$ cat src/rtl/pulse_interval_meter.sv
// Purpose : measures clk cycles between rising edges of a synchronized pulse stream.
// Latency : result valid one cycle after the closing edge of an interval.
// Backpres: one-entry holding register; a capture while held and not accepted is dropped and sets sticky miss.
//
// Ports:
//   clk, rst_n        clock, asynchronous active-low reset
//   in                synchronized pulse input (rising edge = event)
//   clr               synchronous clear of measurement, result and flags
//   period, ovf       held result; ovf marks a saturated interval (period = 2^W-1)
//   valid, ready      result handshake
//   miss              sticky: a result was dropped under back-pressure
//   min_period,       smallest / largest accepted result since reset or clr
//   max_period        (present only when PIM_MINMAX_EN is defined)
module pulse_interval_meter #(
    parameter int W = 16
) (
    input  logic         clk,
    input  logic         rst_n,
    input  logic         in,
    input  logic         clr,
    output logic [W-1:0] period,
    output logic         ovf,
    output logic         valid,
    input  logic         ready,
    output logic         miss
`ifdef PIM_MINMAX_EN
    ,
    output logic [W-1:0] min_period,
    output logic [W-1:0] max_period
`endif
);

    typedef enum logic {
        IDLE = 1'b0,
        MEAS = 1'b1
    } state_t;

    localparam logic [W-1:0] CNT_MAX = {W{1'b1}};
    localparam logic [W-1:0] CNT_ONE = {{(W-1){1'b0}}, 1'b1};

    state_t       state_q, state_d;
    logic [W-1:0] cnt_q, cnt_d;
    logic         in_d;
    logic         rise;
    logic         capture;
    logic         load;
    logic         drop;

    // A level held high for several cycles yields a single event.
    assign rise = in & ~in_d;

    always_comb begin
        state_d = state_q;
        cnt_d   = cnt_q;
        capture = 1'b0;
        if (clr) begin
            // clr wins over a coincident edge: that edge neither closes nor opens an interval.
            state_d = IDLE;
            cnt_d   = '0;
        end else begin
            case (state_q)
                IDLE: begin
                    if (rise) begin
                        state_d = MEAS;
                        cnt_d   = CNT_ONE;
                    end
                end
                MEAS: begin
                    if (rise) begin
                        // Closing edge of this interval is also the opening edge of the next.
                        capture = 1'b1;
                        cnt_d   = CNT_ONE;
                    end else if (cnt_q != CNT_MAX) begin
                        cnt_d = cnt_q + CNT_ONE;
                    end
                end
                default: state_d = IDLE;
            endcase
        end
    end

    // The holding register frees up in the same cycle it is handed off.
    assign load = capture & (~valid | ready);
    assign drop = capture & valid & ~ready;

    always_ff @(posedge clk or negedge rst_n) begin
        if (!rst_n) begin
            in_d    <= 1'b0;
            state_q <= IDLE;
            cnt_q   <= '0;
        end else begin
            in_d    <= in;
            state_q <= state_d;
            cnt_q   <= cnt_d;
        end
    end

    always_ff @(posedge clk or negedge rst_n) begin
        if (!rst_n) begin
            period <= '0;
            ovf    <= 1'b0;
            valid  <= 1'b0;
            miss   <= 1'b0;
        end else if (clr) begin
            valid <= 1'b0;
            miss  <= 1'b0;
        end else begin
            if (load) begin
                period <= cnt_q;
                ovf    <= (cnt_q == CNT_MAX);
                valid  <= 1'b1;
            end else if (ready) begin
                valid <= 1'b0;
            end
            if (drop) begin
                miss <= 1'b1;
            end
        end
    end

`ifdef PIM_MINMAX_EN
    // Tracks only results that actually entered the holding register.
    always_ff @(posedge clk or negedge rst_n) begin
        if (!rst_n) begin
            min_period <= CNT_MAX;
            max_period <= '0;
        end else if (clr) begin
            min_period <= CNT_MAX;
            max_period <= '0;
        end else if (load) begin
            if (cnt_q < min_period) min_period <= cnt_q;
            if (cnt_q > max_period) max_period <= cnt_q;
        end
    end
`endif

endmodule
$ cat config.mk
export PLATFORM = sky130hd
export DESIGN_NAME = pulse_interval_meter
export DESIGN_NICKNAME = d
export VERILOG_FILES = /design/src/rtl/pulse_interval_meter.sv
export SDC_FILE = /design/constraint.sdc
export NUM_CORES = 1
export LEC_CHECK = 0
export CAP_MARGIN = 10
export CORE_MARGIN = 5
export CORE_UTILIZATION = 45
export DETAILED_ROUTE_END_ITERATION = 8
export PLACE_DENSITY = 0.74
export SYNTH_ARGS = -nofsm -noshare
export SYNTH_HDL_FRONTEND = slang
export SYNTH_SLANG_ARGS = --single-unit
$ cat constraint.sdc
create_clock -name clk -period 3.59 [get_ports clk]
set_clock_uncertainty 0.1 [all_clocks]
set_input_delay 0.718 -clock clk [delete_from_list [all_inputs] [get_ports clk]]
set_output_delay 0.718 -clock clk [all_outputs]
set_load 0.01 [all_outputs]
==> impl_results.md <==
* Crit-path max FO at 17
* Via count at around 1200
* YS warnings at 0
* Critical path's top delay family: buffers and inverters
* Total power at between 0.7 and 0.8 mW
* Origin of the critical flop-to-flop path: cnt_q[0]$_DFFE_PN0P_
* Post-cts resize count at 0
* FF-to-FF End: cnt_q[15]$_DFFE_PN0P_
* Row count at 22
* Drt drc at 0
* Max VDD drop at roughly 0.00028 V
* CTS Buf Count at 5
* CTS tree: done
* Register area share after synthesis at 54.73%
* Post-route minimum period at 2.461 ns
* Multi-input combinational cell area at roughly 740 µm²
* Req. time, crit path at about 3.7 ns
* Hold path depth at 1
* Largest net degree at the start of global routing at 38
* Core area at 3661 µm²
* Fmax at 406.3 MHz
* Die Wd at between 70 and 80 µm
* Worst Path Arrival at between 2 and 3 ns
* Vias in the first global route at between 1000 and 1500
* Final Instance Area at between 2000 and 2500 µm²
* IO buf count at 23
* Final nets at 178
* Setup violations, final at 0
* Slew headroom at 38.30%
* Boundary pin count at 24
* Clock sinks at 37
* Synth Register Bits at 37
* Hpwl dp at 2208 µm
* Initial Utilization at between 40% and 50%
* Syn Area/Cell at 11.75 µm²
* Syn Inst Count at 144
* Mapped Nets at 150
* WL per Instance at approximately 14 µm
* Worst path cell trace: clkdlybuf4s50_1 > nor2b_1 > nand2_1 > nor3_2 > buf_4 > mux2_2
* Final design utilization at 56.46%
* GRT Overall Usage at 13.26%
* Storage element area at about 900 µm²
* Worst Tran Pin Value at 0.9170 ns
* Mapped cell area at 1692 µm²
* Leakage at between 0.8 and 0.9 nW
* Startpoint Class: input pin
* Initial antenna violation count at 0
* Unrepaired setup endpoints after global routing: no
* HP Start: period[15]$_DFFE_PN0P_
* Status: complete, no violations
* Hold buffers post-CTS at 0
* Post-detailed-route count of antenna-violating nets at 0
* H-Tree Depth at 2
* Setup bufs post-CTS at 0
* Crit. Startpoint: in
* Die height at about 71 µm
* Deepest clock path buffer count at 2
* Post-synthesis cell type count at 37
* Fillers at ~320
* Grt total ovfl at 0
* Die footprint at a little over 5000 µm²
* Buffer and inverter count on the worst path at 2
* Worst-path clk slew at around 0.060 ns
* Crit path to: period[10]$_DFFE_PN0P_
* Routed WL at 3075 µm
* DP Area at around 2000 µm²
* First-pass GRT wire length at 5285 µm
* Max Cap Viol at 0
* CP Class: input pin to register
* Power per cell area at between 300 and 400 nW/µm²
* Leading cell type in the layout, fill and taps excluded: dfrtp_1
* Max stage delay on crit path at 0.48 ns
* Area growth from synthesis to final layout at 22.19%
* CP Capture Type: register
* Sum Neg Setup Slack at 0 ns
* HP Class: register to register
* Pre-Repair DR Iteration Count at 4
* Crit. path cell count at 6
* Layout cell share with drive strength beyond 1 at between 10% and 20%
* R2r setup slk at ~1.3 ns
* Clock Latency Late Sink at around 0.28 ns
* Antenna cells at 0
* Hold Fails Final Rpt at 0
* CTS Root Cell: clkbuf_8
* Max Transition Viols Final at 0
* R2R depth at 6
* Commonest cells after routing, fill and taps aside: 37 x dfrtp_1, 23 x clkdlybuf4s50_1, 17 x mux2_2
* GPL Wtd Cong at between 0.8 and 0.9
* Final period utilization at approximately two thirds
* Vias per cell at 5.482
* Starting DRT DRC Count at 41
* Slowest cell on the critical path: clkdlybuf4s50_1
worst register-to-register path, stage by stage, from the launching register on:
cell and delay, ns:
dfrtp_1 0.39, ha_1 0.22, nand4_1 0.21, nor4_1 0.84
buf_4 0.28, or4_1 0.11, a21oi_1 0.06
area by class of cell:
class,instances,share of cell area (%)
well taps,48,2.906
flip-flops and latches,37,44.79
inverters,1,0.1816
repair buffers,26,12.23
multi-input cells,101,35.71
clock buffers,7,4.177
power by group:
| group | internal (mW) | switching, mW |
|---|---|---|
| clock network | 0.152 | 0.129 |
| registers | 0.424 | 0.00624 |
| logic | 0.0220 | 0.0243 |
| total | 0.598 | 0.159 |
synth_stat cells:
master | number | area [µm²]
a21oi_1 | 11 | 55.05
a31oi_1 | 1 | 6.260
and2_1 | 2 | 12.51
and4_1 | 2 | 17.52
and4_2 | 1 | 10.01
buf_2 | 1 | 5.000
buf_4 | 1 | 7.510
clkbuf_1 | 3 | 11.26
dfrtp_1 | 37 | 925.9
ha_1 | 1 | 12.51
inv_1 | 1 | 3.750
mux2_2 | 17 | 191.4
mux2i_1 | 1 | 10.01
nand2_1 | 7 | 26.28
nand2b_1 | 2 | 12.51
nand3_1 | 4 | 20.02
nand4_1 | 4 | 25.02
nand4_2 | 1 | 12.51
nor2_1 | 11 | 41.29
nor2b_1 | 2 | 12.51
nor3_2 | 1 | 10.01
nor4_1 | 1 | 6.260
nor4b_1 | 1 | 8.760
o2111ai_1 | 1 | 8.760
o211ai_1 | 1 | 7.510
o21ai_0 | 6 | 30.03
o21ba_2 | 1 | 10.01
o31ai_1 | 4 | 30.03
o41ai_1 | 1 | 8.760
o41ai_4 | 1 | 27.53
or2_2 | 1 | 6.260
or3_1 | 4 | 25.02
or3_2 | 1 | 7.510
or4_1 | 5 | 37.54
or4b_4 | 1 | 13.76
xnor2_1 | 2 | 17.52
xor2_1 | 2 | 17.52
metal layers:
metal	up-vias	global-route usage [%]	wire, µm
li1	594	-	-
met1	579	15.98	1384
met2	26	21.73	1495
met3	7	4.769	142
met4	0	5.010	51
met5	-	0	0
per-stage QoR:
step / setup slack, ns / std cells / hold slack, ns
global route: 0.9484 / 220 / 0.4250
floorplan: 1.220 / 144 / 0.3224
global placement: 0.9605 / 213 / 0.3888
finish: 1.129 / 220 / 0.4045
detailed placement: 0.8821 / 213 / 0.3943
CTS: 1.138 / 220 / 0.4090
flip-flops by register name, indices dropped and copies added (netlist names):
register,flops
state_q,1
valid,1
miss,1
period,16
in_d,1
cnt_q,16
ovf,1
how the worst min path moves through the flow:
| stage | end | slack (ns) |
|---|---|---|
| after floorplan | cnt_q[0]$_DFFE_PN0P_ | 0.32 |
| after global placement | miss$_DFFE_PN0P_ | 0.39 |
| after detailed placement | period[6]$_DFFE_PN0P_ | 0.39 |
| after CTS | period[6]$_DFFE_PN0P_ | 0.41 |
| after global routing | period[14]$_DFFE_PN0P_ | 0.43 |
| final | period[15]$_DFFE_PN0P_ | 0.40 |
logic make-up (layout without fill, tap and decap cells):
| logic type | after synthesis | count (layout) | synth area share, % |
|---|---|---|---|
| compound gates | 27 | 27 | 10.87 |
| xor+xnor | 4 | 4 | 2.071 |
| fa+ha+maj | 1 | 1 | 0.7395 |
| buf+inv | 6 | 34 | 1.627 |
| flops | 37 | 37 | 54.73 |
| mux | 18 | 18 | 11.91 |
| simple gates | 51 | 51 | 18.05 |
Power figures use the tool's default switching activity.
